<file path="config.mk">
export PLATFORM = sky130hd
export DESIGN_NAME = motor_drive_sequencer_flat
export DESIGN_NICKNAME = d
export VERILOG_FILES = /design/src/rtl/motor_drive_sequencer_if.sv /design/src/rtl/motor_drive_sequencer.sv /design/src/flat_wrapper.sv
export SDC_FILE = /design/constraint.sdc
export NUM_CORES = 1
export LEC_CHECK = 0
export CORE_ASPECT_RATIO = 0.5
export CORE_UTILIZATION = 69
export DETAILED_ROUTE_END_ITERATION = 8
export DONT_BUFFER_PORTS = 1
export PLACE_DENSITY = 0.85
export SETUP_SLACK_MARGIN = 0.1
export SYNTH_ARGS = -nofsm -noshare
export SYNTH_HDL_FRONTEND = slang
export SYNTH_SLANG_ARGS = --single-unit
</file>
<file path="constraint.sdc">
create_clock -name clk -period 6.5 [get_ports clk]
set_input_delay 0.975 -clock clk [delete_from_list [all_inputs] [get_ports clk]]
set_output_delay 0.975 -clock clk [all_outputs]
set_load 0.02 [all_outputs]
</file>
<file path="src/rtl/motor_drive_sequencer_if.sv">
// Command channel between a speed/mode command source and the motor drive sequencer.
// Valid/ready handshake carrying a requested mode and a target speed.
interface motor_drive_sequencer_if;
  logic       cmd_valid;
  logic       cmd_ready;
  logic [1:0] cmd_mode;
  logic [9:0] cmd_speed;

  modport master (
    output cmd_valid,
    output cmd_mode,
    output cmd_speed,
    input  cmd_ready
  );

  modport slave (
    input  cmd_valid,
    input  cmd_mode,
    input  cmd_speed,
    output cmd_ready
  );
endinterface

</file>
<file path="src/rtl/motor_drive_sequencer.sv">
// Ramps Motor speed toward the commanded target, forces decel + dwell before any mode
// change, and adds emergency stop and a command watchdog.
module motor_drive_sequencer #(
  parameter int unsigned RAMP_DIV  = 100000,
  parameter int unsigned RAMP_STEP = 16,
  parameter int unsigned DWELL_CYC = 5000000,
  parameter int unsigned WDOG_CYC  = 50000000
) (
  input  logic                     clk,
  input  logic                     rst,
  motor_drive_sequencer_if.slave   cmd,
  input  logic                     estop,
  output logic [1:0]               mode,
  output logic [9:0]               speed,
  output logic                     busy,
  output logic                     timeout
);

  localparam int unsigned DIV_W   = (RAMP_DIV  > 1) ? $clog2(RAMP_DIV)  : 1;
  localparam int unsigned DWELL_W = (DWELL_CYC > 1) ? $clog2(DWELL_CYC) : 1;
  localparam int unsigned WDOG_W  = $clog2(WDOG_CYC + 1);

  localparam logic [DIV_W-1:0]   DIV_LAST   = DIV_W'(RAMP_DIV - 1);
  localparam logic [DWELL_W-1:0] DWELL_LAST = DWELL_W'(DWELL_CYC - 1);
  localparam logic [WDOG_W-1:0]  WDOG_LAST  = WDOG_W'(WDOG_CYC - 1);
  localparam logic [WDOG_W-1:0]  WDOG_MAX   = WDOG_W'(WDOG_CYC);
  localparam logic [10:0]        STEP11     = 11'(RAMP_STEP);

  typedef enum logic [2:0] {
    ST_STOPPED,
    ST_RUN,
    ST_DECEL,
    ST_DWELL,
    ST_ESTOP
  } state_e;

  state_e             state_q, state_d;
  logic [1:0]         mode_q, mode_d;
  logic [9:0]         speed_q, speed_d;
  logic [1:0]         tgt_mode_q, tgt_mode_d;
  logic [9:0]         tgt_speed_q, tgt_speed_d;
  logic               busy_q, busy_d;
  logic               timeout_q, timeout_d;
  logic [DIV_W-1:0]   div_q, div_d;
  logic [DWELL_W-1:0] dwell_q, dwell_d;
  logic [WDOG_W-1:0]  wdog_q, wdog_d;

  logic accept;
  logic tick;
  logic expire;

  // One ramp step toward tgt; the up path uses 11 bits so it cannot wrap past 1023.
  function automatic logic [9:0] ramp_toward(input logic [9:0] cur, input logic [9:0] tgt);
    logic [10:0] up_sum;
    logic [10:0] gap;
    up_sum = {1'b0, cur} + STEP11;
    gap    = {1'b0, cur} - {1'b0, tgt};
    if (cur < tgt) begin
      ramp_toward = (up_sum > {1'b0, tgt}) ? tgt : up_sum[9:0];
    end else if (gap > STEP11) begin
      ramp_toward = cur - STEP11[9:0];
    end else begin
      ramp_toward = tgt;
    end
  endfunction

  assign cmd.cmd_ready = (state_q != ST_ESTOP) && !estop;
  assign accept        = cmd.cmd_valid && cmd.cmd_ready;
  assign tick          = (div_q == DIV_LAST);
  // An accept or an estop in the expiry cycle takes precedence over the watchdog.
  assign expire        = !accept && !estop && (wdog_q == WDOG_LAST);

  always_comb begin
    // NOTE: every _d is given its hold value first so no path leaves it unassigned (no latch).
    state_d     = state_q;
    mode_d      = mode_q;
    speed_d     = speed_q;
    tgt_mode_d  = tgt_mode_q;
    tgt_speed_d = tgt_speed_q;
    timeout_d   = timeout_q;
    dwell_d     = dwell_q;
    wdog_d      = wdog_q;
    div_d       = tick ? '0 : div_q + 1'b1;

    if (accept) begin
      tgt_mode_d  = cmd.cmd_mode;
      tgt_speed_d = cmd.cmd_speed;
      wdog_d      = '0;
      timeout_d   = 1'b0;
    end else begin
      if (wdog_q != WDOG_MAX) wdog_d = wdog_q + 1'b1;
      if (expire) begin
        timeout_d   = 1'b1;
        tgt_mode_d  = 2'b00;
        tgt_speed_d = '0;
      end
    end

    if (estop) begin
      state_d     = ST_ESTOP;
      mode_d      = 2'b00;
      speed_d     = '0;
      tgt_mode_d  = 2'b00;
      tgt_speed_d = '0;
      dwell_d     = '0;
    end else begin
      unique case (state_q)
        ST_STOPPED: begin
          if (tgt_mode_q != 2'b00 && tgt_speed_q != '0) begin
            mode_d  = tgt_mode_q;
            state_d = ST_RUN;
          end
        end
        ST_RUN: begin
          if (tgt_mode_q != mode_q) begin
            state_d = ST_DECEL;
          end else if (speed_q == '0 && tgt_speed_q == '0) begin
            mode_d  = 2'b00;
            state_d = ST_STOPPED;
          end else if (tick) begin
            speed_d = ramp_toward(speed_q, tgt_speed_q);
          end
        end
        ST_DECEL: begin
          if (tgt_mode_q == mode_q && tgt_mode_q != 2'b00) begin
            state_d = ST_RUN;
          end else if (speed_q == '0) begin
            mode_d  = 2'b00;
            dwell_d = '0;
            state_d = ST_DWELL;
          end else if (tick) begin
            speed_d = ramp_toward(speed_q, '0);
          end
        end
        ST_DWELL: begin
          if (dwell_q == DWELL_LAST) state_d = ST_STOPPED;
          else                       dwell_d = dwell_q + 1'b1;
        end
        ST_ESTOP: begin
          dwell_d = '0;
          state_d = ST_DWELL;
        end
        default: state_d = ST_STOPPED;
      endcase
    end

    busy_d = (state_d == ST_DECEL) || (state_d == ST_DWELL) || (state_d == ST_ESTOP);
  end

  always_ff @(posedge clk or negedge rst) begin
    if (!rst) begin
      state_q     <= ST_STOPPED;
      mode_q      <= 2'b00;
      speed_q     <= '0;
      tgt_mode_q  <= 2'b00;
      tgt_speed_q <= '0;
      busy_q      <= 1'b0;
      timeout_q   <= 1'b0;
      div_q       <= '0;
      dwell_q     <= '0;
      wdog_q      <= '0;
    end else begin
      // NOTE: state is updated with <= so every flop samples the same pre-edge values.
      state_q     <= state_d;
      mode_q      <= mode_d;
      speed_q     <= speed_d;
      tgt_mode_q  <= tgt_mode_d;
      tgt_speed_q <= tgt_speed_d;
      busy_q      <= busy_d;
      timeout_q   <= timeout_d;
      div_q       <= div_d;
      dwell_q     <= dwell_d;
      wdog_q      <= wdog_d;
    end
  end

  assign mode    = mode_q;
  assign speed   = speed_q;
  assign busy    = busy_q;
  assign timeout = timeout_q;

endmodule

</file>
<file path="src/flat_wrapper.sv">
// flat-port wrapper written by rule: the top's interface ports become plain ports
module motor_drive_sequencer_flat 
#(
  parameter int unsigned RAMP_DIV  = 100000,
  parameter int unsigned RAMP_STEP = 16,
  parameter int unsigned DWELL_CYC = 5000000,
  parameter int unsigned WDOG_CYC  = 50000000
)
  (clk, rst, estop, mode, speed, busy, timeout, cmd_cmd_valid, cmd_cmd_mode, cmd_cmd_speed, cmd_cmd_ready);
  motor_drive_sequencer_if cmd_i ();
  input  logic clk;
  input  logic rst;
  input  logic estop;
  output logic [1:0] mode;
  output logic [9:0] speed;
  output logic busy;
  output logic timeout;
  input wire logic [$bits(cmd_i.cmd_valid)-1:0] cmd_cmd_valid;
  input wire logic [$bits(cmd_i.cmd_mode)-1:0] cmd_cmd_mode;
  input wire logic [$bits(cmd_i.cmd_speed)-1:0] cmd_cmd_speed;
  output wire logic [$bits(cmd_i.cmd_ready)-1:0] cmd_cmd_ready;
  assign cmd_i.cmd_valid = cmd_cmd_valid;
  assign cmd_i.cmd_mode = cmd_cmd_mode;
  assign cmd_i.cmd_speed = cmd_cmd_speed;
  assign cmd_cmd_ready = cmd_i.cmd_ready;
  motor_drive_sequencer #(.RAMP_DIV(RAMP_DIV), .RAMP_STEP(RAMP_STEP), .DWELL_CYC(DWELL_CYC), .WDOG_CYC(WDOG_CYC)) u_core (.clk(clk), .rst(rst), .cmd(cmd_i), .estop(estop), .mode(mode), .speed(speed), .busy(busy), .timeout(timeout));
endmodule
</file>
==> out/metrics.csv <==
metric,value,unit
"FF+latch count, synth",95,
Metal-1 WL,5.55,mm
unrepaired setup endpoints after global routing,no,
Relative slew margins,41.2,%
Reg2Reg Depth,12,
Least-Margin Pin Slew,0.875,ns
"Setup Fix Bufs, Post-CTS",0,
Post-Syn Area,5740,um^2
synthesis warning total,0,
pwr/cell area,332,nW/um^2
r2r setup slk,2.70,ns
Longest Clk Path Bufs,2,
Vias,4698,
"Setup violations, final",0,
final hold vios,0,
post-CTS sizing,0,
Die ar.,8700,um^2
Inserted Clock Buffers,9,
Die Span Y,66.5,um
final cycle utilization of the critical path,58.5,%
clk_lat worst skew,0.35,ns
Nets,672,
skew final,0.0119,ns
clock sink total,95,
antenna violations before repair,0,
metal3 WL,735,um
Routed WL per cell,16.9,um
maxcap violations,0,
Clock power frac,24.7,%
num rows,23,
Comb pwr share,39.0,%
Synthesized Nets,679,
pin count of the biggest net entering global routing,96,
TritonRoute pass-1 iters,7,
WS Path Type,register to register,
worst reg2reg startpoint,u_core.speed[0]$_DFFE_PN0P_,
uppermost routed layer,met4,
Worst IR Drop VDD,0.251,mV
most frequent cells in the layout,"dfrtp_1, nor2_1, nand2_1, xor2_1, nand3_1",
GRT Util Overall,31.1,%
diode count,0,
crit path max fanout,4,
drt initial violations,379,
Initial Util,71.5,%
status,completed,
"Data arrival, critical path",4.03,ns
vias in the first global route,4504,
post-route ant nets,0,
"crit path setup slack, layout",2.70,ns
count of port buffers added during placement,0,
CTS tree,built,
Core ar.,8030,um^2
leak pwr,2.65,nW
worst hold path type,input pin to async pin,
Die Width,131,um
Post-Syn Instances,638,
Sw Pwr,0.000795,W
RR Endpoint,u_core.speed[6]$_DFFE_PN0P_,
total wire length,12.6,mm
Syn-to-layout area delta,6.50,%
CTS Hold Bufs,0,
"commonest non-fill, non-tap cell in the layout",dfrtp_1,
share of cells above drive strength 1,5.35,%
Flop pwr share,36.3,%
crit start category,register,
Vias/cell,6.29,
CTS Root Cell,clkbuf_16,
Sw Share,39.2,%
"Async S/R FF share, synth",100,%
Post-DP HPWL,8.88,mm
setup TNS,0,ns
Clock transition at path regs,0.07,ns
GRT overflow,0,
CTS H-Tree Depth,3,
IO Pins,31,
register area share after synthesis,41.4,%
post-synth cell types,61,
syn avg cell area,8.99,um^2
met2 wire length,5.93,mm
DR DRC count,0,
internal power,0.00123,W
"Primary FF master, synth",dfrtp_1,
pre-CTS setup slack,2.77,ns
Post-synth EDFFs,0,
fmax,263,MHz
first-pass GRT wire length,20.5,mm
Final Critical Period,3.80,ns
Placer Congestion,0.897,
Crit. End Element,register,
"Req. time, crit path",6.73,ns
"Slew Viols, Final",0,
logic make-up (layout without fill, tap and decap cells):
| logic type | after synthesis | in the layout | synth area share [%] |
|---|---|---|---|
| simple gates | 283 | 283 | 24.8 |
| compound gates | 106 | 106 | 12.9 |
| flops | 95 | 95 | 41.4 |
| xor+xnor | 66 | 66 | 10.1 |
| buf+inv | 54 | 51 | 3.55 |
| fa+ha+maj | 25 | 25 | 5.58 |
| mux | 9 | 9 | 1.64 |
layer usage:
metal / up-vias / global-route usage, %
li1: 2250 / -
met1: 2249 / 38.3
met2: 157 / 51.7
met3: 42 / 8.11
met4: 0 / 14.8
met5: - / 0
flip-flops by register name, summed over array words and instances, names as in the netlist:
| signal | count |
|---|---|
| u_core.wdog_q | 26 |
| u_core.dwell_q | 23 |
| u_core.div_q | 17 |
| u_core.speed | 10 |
| u_core.tgt_speed_q | 10 |
| u_core.state_q | 3 |
| u_core.mode | 2 |
| u_core.tgt_mode_q | 2 |
| u_core.busy | 1 |
| u_core.timeout | 1 |
worst max-delay path, cell delays in order, from the launching register on:
cell and delay [ns]:
dfrtp_1 0.47, inv_1 0.16, ha_1 0.20, inv_1 0.06, fa_1 0.41, a21o_1 0.19
and4b_1 0.19, or4_1 0.52, a211o_1 0.27, nor4_1 0.57, o21ai_0 0.32, o21ai_0 0.23
a211oi_1 0.09
cell type report:
type                       count  area [um^2]
fill                         587         1920
inverter                      32          120
clock inverter                 4         28.8
multi-input combinational    489         3160
tap                          112          140
clock buffer                  11          253
timing repair buffer           4         30.0
sequential                    95         2380
worst max-delay path by stage:
stage                                      from                          end  slack (ns)  cells after the start
floorplan           u_core.speed[0]$_DFFE_PN0P_  u_core.speed[8]$_DFFE_PN0P_        3.02                     12
global placement    u_core.speed[0]$_DFFE_PN0P_  u_core.speed[0]$_DFFE_PN0P_        2.85                     12
detailed placement  u_core.speed[0]$_DFFE_PN0P_  u_core.speed[0]$_DFFE_PN0P_        2.77                     12
CTS                 u_core.speed[0]$_DFFE_PN0P_  u_core.speed[0]$_DFFE_PN0P_        2.75                     12
global route        u_core.speed[0]$_DFFE_PN0P_  u_core.speed[6]$_DFFE_PN0P_        2.56                     12
finish              u_core.speed[0]$_DFFE_PN0P_  u_core.speed[6]$_DFFE_PN0P_        2.70                     12
Yosys cell counts, drive strengths merged, types with 8 or more instances:
cell	instances	share of area [%]
o211ai	8	1.0
dfrtp	95	41
nor2	86	5.6
xnor2	26	4.0
clkbuf	20	1.3
nand3	35	3.1
and3	14	1.5
o21ai	18	1.6
a22o	13	2.0
nand2	48	3.1
a21oi	30	2.8
nor3	23	2.0
nand4	23	2.5
inv	32	2.1
ha	24	5.2
nor4	9	1.1
xor2	40	6.1
power by group through the flow:
stage	registers, W	logic [W]	clock network (W)
after detailed placement	0.000746	0.000771	0
after CTS	0.000734	0.000779	0.000508
after global routing	0.000746	0.000876	0.000526
after global placement	0.000743	0.000744	0
final	0.000736	0.000791	0.000500
after floorplan	0.000707	0.000648	0
metrics by stage:
stage                     total power [W]  cell area [um^2]  hold WS (ns)  cells  util (%)
final                             0.00203              6110         0.318    747      76.1
after global routing              0.00215              6110         0.305    747      76.1
after CTS                         0.00202              6110         0.310    747      76.1
after detailed placement          0.00152              5830         0.461    732      72.6
after global placement            0.00149              5830         0.448    732      72.6
after floorplan                   0.00135              5740         0.433    638         -
Power figures use the tool's default switching activity.
